### config.mk
export PLATFORM = sky130hd
export DESIGN_NAME = cybercobra_hex_display
export DESIGN_NICKNAME = d
export VERILOG_FILES = /design/src/rtl/cybercobra_hex_display.sv
export SDC_FILE = /design/constraint.sdc
export NUM_CORES = 1
export LEC_CHECK = 0
export ABC_CLOCK_PERIOD_IN_PS = 2760
export BUFFER_PORTS_ARGS = -buffer_cell sky130_fd_sc_hd__buf_2
export CELL_PAD_IN_SITES_DETAIL_PLACEMENT = 1
export CELL_PAD_IN_SITES_GLOBAL_PLACEMENT = 1
export CORE_ASPECT_RATIO = 0.7
export CORE_UTILIZATION = 40
export DETAILED_ROUTE_END_ITERATION = 10
export MAX_ROUTING_LAYER = met4
export PLACE_DENSITY = 0.71
export SETUP_SLACK_MARGIN = 0.3
export SYNTH_ARGS = -nofsm -noshare
export SYNTH_HDL_FRONTEND = slang
export SYNTH_SLANG_ARGS = --single-unit
export TNS_END_PERCENT = 10
### constraint.sdc
create_clock -name clk_i -period 2.76 [get_ports clk_i]
set_input_delay 0.552 -clock clk_i [delete_from_list [all_inputs] [get_ports clk_i]]
set_output_delay 0.552 -clock clk_i [all_outputs]
set_load 0.005 [all_outputs]
### src/rtl/cybercobra_hex_display.sv
// -----------------------------------------------------------------------------
// cybercobra_hex_display
//
// Shows the 32-bit CYBERcobra result word as eight hexadecimal digits on a
// multiplexed, common-anode 7-segment display. One digit is driven at a time.
// Each digit slot lasts REFRESH_DIV cycles: one blank cycle (anodes all off,
// suppresses ghosting while segments settle) followed by REFRESH_DIV-1 lit
// cycles. The word is snapshotted once per full scan so a scan never shows a
// mix of old and new digits.
//
// Parameters:
//   REFRESH_DIV  clock cycles per digit slot (>= 2)
//
// Ports:
//   clk_i   in   system clock, rising edge
//   rst_i   in   asynchronous active-high reset
//   data_i  in   [31:0] word to display (CYBERcobra out_o)
//   hold_i  in   1 = freeze the snapshot at the scan boundary
//   an_o    out  [7:0] digit anodes, active-low, bit k = hex digit k
//   seg_o   out  [6:0] segments, active-low, bit 0 = a ... bit 6 = g
//
// Optional feature macro:
//   HEX_LZB_EN   leading-zero blanking (digits above the most significant
//                non-zero nibble stay dark; digit 0 is always lit)
//
// Interface protocol: pure sink, no valid/ready. data_i is sampled only on a
// snapshot edge; no back-pressure is ever applied to the core.
// -----------------------------------------------------------------------------
module cybercobra_hex_display #(
    parameter int REFRESH_DIV = 10000
) (
    input  logic        clk_i,
    input  logic        rst_i,
    input  logic [31:0] data_i,
    input  logic        hold_i,
    output logic [7:0]  an_o,
    output logic [6:0]  seg_o
);

    localparam int            PW     = $clog2(REFRESH_DIV);
    localparam logic [PW-1:0] P_LAST = PW'(REFRESH_DIV - 1);

    // Hex nibble to active-low segments, bit order g..a.
    function automatic logic [6:0] dec(input logic [3:0] n);
        logic [6:0] s;
        case (n)
            4'h0:    s = 7'b1000000;
            4'h1:    s = 7'b1111001;
            4'h2:    s = 7'b0100100;
            4'h3:    s = 7'b0110000;
            4'h4:    s = 7'b0011001;
            4'h5:    s = 7'b0010010;
            4'h6:    s = 7'b0000010;
            4'h7:    s = 7'b1111000;
            4'h8:    s = 7'b0000000;
            4'h9:    s = 7'b0010000;
            4'hA:    s = 7'b0001000;
            4'hB:    s = 7'b0000011;
            4'hC:    s = 7'b1000110;
            4'hD:    s = 7'b0100001;
            4'hE:    s = 7'b0000110;
            default: s = 7'b0001110;
        endcase
        return s;
    endfunction

    logic [PW-1:0] p_q, p_d;
    logic [2:0]    d_q, d_d;
    logic [31:0]   snap_q, snap_d;
    logic          prime_q, prime_d;
    logic [7:0]    an_q, an_d;
    logic [6:0]    seg_q, seg_d;

    logic          p_last;
    logic          lit;
    logic [3:0]    nibble;
`ifdef HEX_LZB_EN
    logic          upper_zero;
`endif

    always_comb begin
        p_last  = (p_q == P_LAST);
        p_d     = p_last ? '0 : p_q + 1'b1;
        d_d     = p_last ? d_q + 3'd1 : d_q;

        // prime forces one unconditional load on the first edge after reset
        // so the display does not sit on zero for a whole scan.
        prime_d = 1'b0;
        snap_d  = snap_q;
        if (prime_q || (p_last && (d_q == 3'd7) && !hold_i)) begin
            snap_d = data_i;
        end

        nibble  = snap_q[{d_q, 2'b00} +: 4];
        lit     = (p_q != '0);
`ifdef HEX_LZB_EN
        // Everything at and above this digit is zero: keep it dark.
        upper_zero = (d_q != 3'd0) && ((snap_q >> {d_q, 2'b00}) == 32'd0);
        lit        = lit && !upper_zero;
`endif
        an_d    = lit ? ~(8'h01 << d_q) : 8'hFF;
        seg_d   = dec(nibble);
    end

    always_ff @(posedge clk_i or posedge rst_i) begin
        if (rst_i) begin
            p_q     <= '0;
            d_q     <= 3'd0;
            snap_q  <= 32'd0;
            prime_q <= 1'b1;
            an_q    <= 8'hFF;
            seg_q   <= 7'h7F;
        end else begin
            p_q     <= p_d;
            d_q     <= d_d;
            snap_q  <= snap_d;
            prime_q <= prime_d;
            an_q    <= an_d;
            seg_q   <= seg_d;
        end
    end

    assign an_o  = an_q;
    assign seg_o = seg_q;

endmodule

## Word-level counts from Yosys, hierarchy flattened

Memory sizes are Yosys's and may differ from the RTL's. A register that Yosys moved wholly into a read port is not among the register bits.
Index checks and enable logic that the tools add are counted.

- Register bits: 58
- Output and inout port bits: 15
- Bits in read-only memories: 112
- Logic and storage cells: 20
- Bits of input ports: 35
- Memories kept: 1

Memories:

| memory | words | width | read ports | clocked after Yosys merged registers in | write ports | RTL line | RTL |
|---|---|---|---|---|---|---|---|
| (no name shown) | 16 | 7 | 1 | 1 | 0 | 46 | `case (n)` |

- Equal/unequal tests: 2
- Reductions and logical operators: 5
- Add/subtract/negate cells: 2
- Shift operators: 2
- Bitwise logic cells: 1
- Mux-type cells: 2

Operator list:

| kind | count |
|---|---|
| $shiftx A32 B6 Y4 | 1 |
| $add A14 B1 Y14 const B | 1 |
| $eq A14 B14 Y1 const B | 1 |
| $mux W14 | 1 |
| $reduce_bool A14 Y1 | 1 |
| $mux W8 | 1 |
| $not A8 Y8 | 1 |
| $shl A1 B3 Y8 const A | 1 |
| $add A3 B1 Y3 const B | 1 |
| $eq A3 B3 Y1 const B | 1 |
| $logic_and A1 B1 Y1 | 2 |
| $logic_not A1 Y1 | 1 |
| $logic_or A1 B1 Y1 | 1 |

## Logic depth before layout (Yosys ltp)

Gate-level depths: netlist (run 1).

- Word-level depth: 4
- Depth in mapped cells: 8
- Mapped depth without buffers: 7

## Least setup slack after synthesis (run 1)

Ideal clock, no wire load.

- Path type: register to register
- From: reg d_q[0]
- To: reg seg_q[4], in the netlist seg_o[4]
- Arrival time: 2097 ps
- Slack: 585 ps
- Library setup time: 79 ps
- Cell stages (with the launch flop): 8
- Cells stage by stage: dfrtp_1 > buf_6 > mux4_1 > mux2i_1 > inv_1 > ha_1 > mux2_2 > o21ai_0

- Longest elaborated chain between the ends: 1

RTL lines:

| what | RTL line | RTL |
|---|---|---|
| from (decl) | 68 | `logic [2:0] d_q, d_d;` |
| from (signal assigned) | 108 | `d_q <= 3'd0;` |
| from (signal assigned) | 115 | `d_q <= d_d;` |
| $shiftx A32 B6 Y4 | 94 | `nibble = snap_q[{d_q, 2'b00} +: 4];` |
| to (decl) | 72 | `logic [6:0] seg_q, seg_d;` |

Every way passes these cells.
A chain may end at the register's enable or synchronous reset.

## Worst setup path after layout (run 1)

Ends and elaborated chain as after synthesis.

==> results.md, run 1 <==
* Largest net degree at the start of global routing at 66
* Maxcap violations at 0
* Synth cell types at 34
* Core area at 7385 µm²
* Slowest-stage cell, CP: mux4_1
* Max FO, Critical Path at 5
* Post-DP HPWL at 4.419 mm
* Post-Syn Area at 3095 µm²
* CP top delay family: multiplexers
* Initial antenna violation count at 0
* Max IR drop VDD at approximately 0.28 mV
* Max-slew headroom at 44.83%
* Iter 0 DRT Violations at just over 60
* Detailed Route WL at 6.324 mm
* Vias/cell at 4.974
* Critical Path RT at 3.00 ns
* Clk slew on worst S/H paths at 0.08 ns
* First-pass GRT wire length at a little over 10 mm
* Fill cells at ~800
* Fmax at between 400 and 500 MHz
* Vias in the first global route at 1915
* Crit path cell chain: mux4_1, mux2i_2, inv_1, ha_1, mux2_2, o21ai_0
* TritonCTS clock tree: built
* Mapped Avg Cell Area at 13.94 µm²
* DP Worst Slack at 0.3583 ns
* Outcome: finished clean
* Arrival time at the worst endpoint at 2.61 ns
* Die area at 8100 µm²
* Final Max Tran Viols at 0
* Hold Vio Cnt, Final at 0
* Fin crit period at 2.375 ns
* Crit Path Category: reg2reg
* Inserted Diodes at 0
* Syn nets at between 200 and 300
* Slowest stage delay, CP at 0.64 ns
* Ranking of synthesized cells by area: dfrtp_1, dfstp_2, mux2_2, ha_1, mux4_1
* Number of remaining DRC errors at 0
* Total number of vias at approximately 1900
* R2R depth at 6
* GR Overflow Total at 0
* Gr usage total at 17.79%
* Share of layout cells above drive strength 1 at 47.04%
* Post-synthesis sequential element count at 65
* Routed WL per cell at 16.43 µm
* Setup Fix Bufs, Post-CTS at 0
* Post-Syn Instances at 222
* Pwr Density at around 580 nW/µm²
* Crit. End Element: flop
* Die height at ~76 µm
* Clk Latency, worst-skew pair at 0.34 ns
* Worst hold path depth at 2
* Total Power at 0.002121 W
* Top Ports at 50
* Finished Cell Area at 3672 µm²
* HP Class: in2reg
* Share of the synthesized area in the top cell type at 39.61%
* Final setup fails at 0
* Starting Density at 41.92%
* Clock tree buffer depth at 2
* Die W at 107.1 µm
* CP bufs+invs at 1
* Final TNS setup at 0 ns
* Setup slack, reg-to-reg at just under 0.4 ns
* Area post-placement at between 3000 and 4000 µm²
* Register Area at 1648 µm²
* GP Congestion at 0.8156
* Clk_skew at 0.008667 ns
* TritonCTS Sinks at 65
* P&R area growth vs syn at 18.63%
* Crit Reg-Reg Endpoint: seg_o[4]
* Multi-input gate area at 1346 µm²
* Fin worst setup slack at approximately 0.39 ns
* Cts bufs inserted at 9
* Startpoint types: flop
* Leak at between 1.5 and 2 nW
* WHS Endpoint: snap_q[26]
* Final period util at roughly 86%
* Largest area contributor in the netlist: dfrtp_1
* Detail Route Antenna Nets at 0
* Std cell rows at 26
* Hold Crit Start: data_i[26]
* Drt first pass iters at 4
* Buffers on Ports at 49
* Critical R2R Launch: d_q[0]
* RSZ-0062 raised after global routing: no
* Slew @ Worst Pin at between 0.8 and 0.9 ns
* CTS root buf: clkbuf_8
* Synth warnings at 0
* Fin nets at 330
* # hold bufs at CTS at 0
* PostCTS Resize Cnt at 2
* Sequential share of the synthesized area at 53.19%
* CTS H-tree depth at 3
[registers in the layout, indices dropped and copies added (netlist names)]
signal	flops
snap_q	32
p_q	14
an_o	8
seg_o	7
d_q	3
prime_q	1
[where the power goes]
| part | total (W) | leakage [nW] | internal (W) | switching (W) |
|---|---|---|---|---|
| clock | 0.000824 | 0.0949 | 0.000443 | 0.000381 |
| combinational | 0.000239 | 0.790 | 0.000129 | 0.000110 |
| sequential | 0.00106 | 0.763 | 0.00103 | 0.0000288 |
[cells by family (layout without fill, tap and decap cells)]
kind of cell | after synthesis | count (layout) | synth area share [%]
AND/OR/NAND/NOR | 49 | 49 | 8.408
adder cells (fa/ha/maj) | 13 | 13 | 5.255
XOR/XNOR | 11 | 11 | 3.112
flip-flops | 65 | 65 | 53.19
buffers and inverters | 18 | 83 | 3.435
multiplexers | 54 | 54 | 23.52
AO/OA/AOI/OAI | 11 | 11 | 2.951
other | 1 | 1 | 0.1211
[worst register-to-register path, delay by kind of cell (launching register included)]
family / cells / cell delay (ns)
AOI/OAI and AO/OA: 1 / 0.25
adders and majority gates: 1 / 0.24
muxes: 3 / 1.16
DFF: 1 / 0.50
buffers and inverters: 1 / 0.12
[per-layer routing]
| layer | routed length [µm] | GRT usage (%) | up-vias | part of all wire, % |
|---|---|---|---|---|
| met3 | 259 | 4.876 | 8 | 4.1 |
| met4 | 68 | 5.479 | 0 | 1.1 |
| met2 | 2870 | 25.73 | 45 | 45 |
| met1 | 3126 | 24.45 | 951 | 49 |
| li1 | - | - | 911 | - |
| met5 | 0 | - | - | 0 |
[stage by stage]
| stage | hold slack, ns | std cells | utilization (%) |
|---|---|---|---|
| floorplan | 0.4609 | 222 | - |
| global placement | 0.4799 | 369 | 46.90 |
| detailed placement | 0.4893 | 369 | 46.90 |
| CTS | 0.4199 | 385 | 49.73 |
| global route | 0.4183 | 385 | 49.73 |
| finish | 0.4336 | 385 | 49.73 |
[area by class of cell]
cell class | count | area share [%]
flip-flops and latches | 65 | 44.87
repair buffers | 56 | 8.450
well taps | 98 | 3.339
clock buffers | 10 | 3.748
clock inverters | 6 | 1.806
multi-input cells | 139 | 36.66
inverters | 11 | 1.124
[cells in the mapped netlist]
| cell type | number |
|---|---|
| a31oi_4 | 1 |
| mux4_1 | 5 |
| inv_1 | 10 |
| nor4_1 | 1 |
| a22o_2 | 1 |
| and4_1 | 3 |
| nand3_1 | 6 |
| and2_1 | 3 |
| o21ai_0 | 4 |
| nor3b_1 | 2 |
| o31ai_1 | 2 |
| mux2i_4 | 2 |
| mux2_2 | 35 |
| nand4_1 | 6 |
| buf_2 | 1 |
| o211ai_1 | 1 |
| xor2_1 | 5 |
| dfrtp_1 | 49 |
| nor2_1 | 7 |
| mux2i_1 | 9 |
| conb_1 | 1 |
| nand2_1 | 15 |
| nor4_2 | 1 |
| or3_1 | 1 |
| and3_1 | 4 |
| mux4_2 | 3 |
| buf_4 | 2 |
| a211o_1 | 1 |
| dfstp_2 | 16 |
| o2bb2ai_1 | 1 |
| inv_2 | 1 |
| xnor2_1 | 6 |
| ha_1 | 13 |
| buf_6 | 4 |
[worst max path at each step]
stage,end,cells past startpoint,slack [ns],from
floorplan,seg_o[4],7,0.58,d_q[0]
global placement,seg_o[4],4,0.48,d_q[2]
detailed placement,seg_o[4],6,0.36,d_q[2]
CTS,seg_o[4],6,0.36,d_q[0]
global route,seg_o[4],6,0.31,d_q[0]
finish,seg_o[4],6,0.39,d_q[0]
[cells in the final DEF (no fill, tap or decap), drive strengths merged]
cell       n
buf       56
dfrtp     49
mux2      35
dfstp     16
nand2     15
ha        13
inv       12
mux2i     11
clkbuf    10
mux4       8
nor2       7
nand3      6
xnor2      6
nand4      6
xor2       5
and3       4
o21ai      4
and4       3
and2       3
clkinvlp   3
o31ai      2
nor3b      2
nor4       2
a31oi      1
a22o       1
or3        1
a211o      1
o211ai     1
o2bb2ai    1
bufinv     1
clkinv     1
conb       1
(Power assumes the default switching activity.)
==> run 2: changes to the inputs <==
--- a/config.mk
+++ b/config.mk
@@ -5,6 +5,7 @@
 export SDC_FILE = /design/constraint.sdc
 export NUM_CORES = 1
 export LEC_CHECK = 0
+export ABC_AREA = 1
 export ABC_CLOCK_PERIOD_IN_PS = 2760
 export BUFFER_PORTS_ARGS = -buffer_cell sky130_fd_sc_hd__buf_2
 export CELL_PAD_IN_SITES_DETAIL_PLACEMENT = 1
@@ -13,7 +14,7 @@
 export CORE_UTILIZATION = 40
 export DETAILED_ROUTE_END_ITERATION = 10
 export MAX_ROUTING_LAYER = met4
-export PLACE_DENSITY = 0.71
+export PLACE_DENSITY = 0.76
 export SETUP_SLACK_MARGIN = 0.3
 export SYNTH_ARGS = -nofsm -noshare
 export SYNTH_HDL_FRONTEND = slang
==> constraint.sdc (replaced) <==
create_clock -name clk_i -period 2.76 [get_ports clk_i]
set_input_delay 0.276 -clock clk_i [delete_from_list [all_inputs] [get_ports clk_i]]
set_output_delay 0.276 -clock clk_i [all_outputs]
set_load 0.005 [all_outputs]
==> results.md, run 2 <==
* Outcome: finished clean
* Max IR drop VDD at 0.2023 mV
* Core area at 8108 µm²
* Iter 0 DRT Violations at 118
* Combinational power share at 10.3%
* GP Congestion at 0.8063
* Sw frac at 24.46%
* Clock tree buffer depth at 2
* Post-synthesis sequential element count at 65
* Drt first pass iters at 4
* Max FO, Critical Path at 62
* Number of synthesized flops with an enable pin at 0
* Commonest non-fill, non-tap cells in the layout: nand2_1, inv_1, dfrtp_1, buf_2, nand3_1
* Biggest register: snap_q
* Ys flop type: dfrtp_1
* Most common cell on crit path: ha_1
* Initial antenna violation count at 0
* Area post-placement at 3730 µm²
* CTS root buf: clkbuf_16
* Crit Path Category: reg2reg
* GR Overflow Total at 0
* Die height at 79.85 µm
* Slowest-stage cell, CP: dfrtp_1
* Clock share of power at 49.1%
* Seq pwr share at 40.6%
* Finished Cell Area at 4069 µm²
* Hold Vio Cnt, Final at 0
* Fmax at between 400 and 500 MHz
* Top Usage Layer GRT: met2
* Arrival time at the worst endpoint at around 2.5 ns
* Largest register FFs at 32
* Fin crit period at approximately 2.2 ns
* Max-slew headroom at approximately 45%
* Count leader, synth: nand2_1
* Synth cell types at 29
* Internal Power at 0.001934 W
* Number of remaining DRC errors at 0
* Crit path cell chain: ha_1, ha_1, inv_1, nor2_1, nand3_4, nand2_8, nand2_1, o21ai_2
* HP Class: in2reg
* Share of layout cells above drive strength 1 at 29.41%
* Setup Fix Bufs, Post-CTS at 0
* Slew @ Worst Pin at 0.8275 ns
* Clk_skew at between 0.008 and 0.009 ns
* Crit. End Element: flop
* Maxcap violations at 0
* Final period util at 79.98%
* Clk Latency, worst-skew pair at 0.33 ns
* Final Max Tran Viols at 0
* Final core occ at 50.19%
* RSZ-0062 raised after global routing: no
* Leak at 2.115 nW
* Ranking of synthesized cells by area: dfrtp_1, nand2_1, dfstp_2, o21ai_2, inv_1
* Std cell rows at 27
* P_sw at 0.0006261 W
* Syn nets at 450
* CP top delay family: simple AND/OR/NAND/NOR gates
* Total number of vias at 2800
* Top Ports at 50
* Vias/cell at 5.000
* Detailed Route WL at around 8.7 mm
* Die area at 9040 µm²
* Critical Path RT at 3.01 ns
* Share of the synthesized area in the top cell type at approximately 35%
* Largest net degree at the start of global routing at 65
* Final TNS setup at 0 ns
* Starting Density at 42.72%
* Sequential share of the synthesized area at between 40% and 50%
* Detail Route Antenna Nets at 0
* Post-Syn Instances at 402
* Clk slew on worst S/H paths at 0.06 ns
* Commonest non-fill, non-tap cell in the layout: nand2_1
* Levels on crit path at 8
* Met3 usage in global routing at 5.771%
* Vias in the first global route at 2837
* Inserted Diodes at 0
* Post-DP HPWL at 6.132 mm
* Buffers on Ports at 49
* Fin nets at roughly 500
* TritonCTS Sinks at 65
* Post-Syn Area at ~3500 µm²
* Slowest stage delay, CP at ~0.57 ns
* Met2 Track Usage GR at 31.60%
* Pwr Density at 629.1 nW/µm²
* Worst hold path depth at 3
* Cts bufs inserted at 9
* CP bufs+invs at 1
* Met1 usage at 30.56%
* P&R area growth vs syn at 17.49%
* Top post-synthesis cells by count: nand2_1, inv_1, dfrtp_1, nand3_1, o21ai_2
* Gr usage total at 22.15%
* Post-synthesis async set-or-reset flop share at 100.0%
* Mapped Avg Cell Area at 8.615 µm²
* TritonCTS clock tree: built
* Startpoint types: flop
* Synth warnings at 0
* Final setup fails at 0
* CTS H-tree depth at 3
* Largest area contributor in the netlist: dfrtp_1
* Die W at 113.2 µm
* First-pass GRT wire length at 14.63 mm
* Routed WL per cell at between 15 and 20 µm
* R2R depth at 8
==> run 2: cell type report <==
type,instances,area (µm²)
inverter,64,240.2
multi-input combinational,262,1456
clock inverter,6,90.09
sequential,65,1647
timing repair buffer,52,270.3
tap,101,126.4
fill,990,4039
clock buffer,10,239.0
==> run 2: final timing paths <==
kind	start	to	slack, ns
max in group asynchronous	rst_i	snap_q[18]	1.44
min in group asynchronous	rst_i	p_q[9]	0.33
hold / removal	data_i[27]	snap_q[27]	0.15
setup reg to reg	d_q[1]	snap_q[24]	0.55
setup / recovery	d_q[1]	snap_q[24]	0.55
hold reg to reg	p_q[0]	p_q[0]	0.50
==> run 2: worst reg2reg max path: stages (launching register included) <==
cell and delay, ns:
dfrtp_1 0.57, ha_1 0.27, ha_1 0.20, inv_1 0.06, nor2_1 0.18, nand3_4 0.14
nand2_8 0.40, nand2_1 0.21, o21ai_2 0.10
==> run 2: routing by layer <==
metal / part of all wire [%] / vias to the layer above
met5: 0 / -
met4: 1.3 / 0
met3: 5.2 / 13
met2: 43 / 73
met1: 50 / 1350
li1: - / 1364
==> run 2: stage by stage <==
step | hold slack, ns | instances | power, W | setup WS, ns
after floorplan | 0.3848 | 402 | 0.001234 | 0.8840
after global placement | 0.1191 | 543 | 0.001305 | 0.6585
after detailed placement | 0.1206 | 543 | 0.001318 | 0.6012
after CTS | 0.1372 | 560 | 0.002589 | 0.5369
after global routing | 0.1499 | 560 | 0.002654 | 0.4138
final | 0.1450 | 560 | 0.002560 | 0.5525
==> run 2: power by group through the flow <==
stage	sequential, W	clock [W]	combinational [W]
after floorplan	0.00105	0	0.000181
after global placement	0.00105	0	0.000253
after detailed placement	0.00105	0	0.000263
after CTS	0.00104	0.00128	0.000269
after global routing	0.00104	0.00131	0.000302
final	0.00104	0.00126	0.000265
==> run 2: cells by family after synthesis <==
| group | share of synthesized area [%] |
|---|---|
| AND/OR/NAND/NOR | 26.99 |
| buffers and inverters | 10.40 |
| flip-flops | 47.54 |
| AO/OA/AOI/OAI | 9.249 |
| other | 0.1083 |
| adder cells (fa/ha/maj) | 4.697 |
| XOR/XNOR | 1.011 |
==> run 2: repair_timing <==
item | CTS | global route
hold buffers | 1 | 0
endpoints found under the hold margin | 1 | 0
resized for setup | 0 | 0
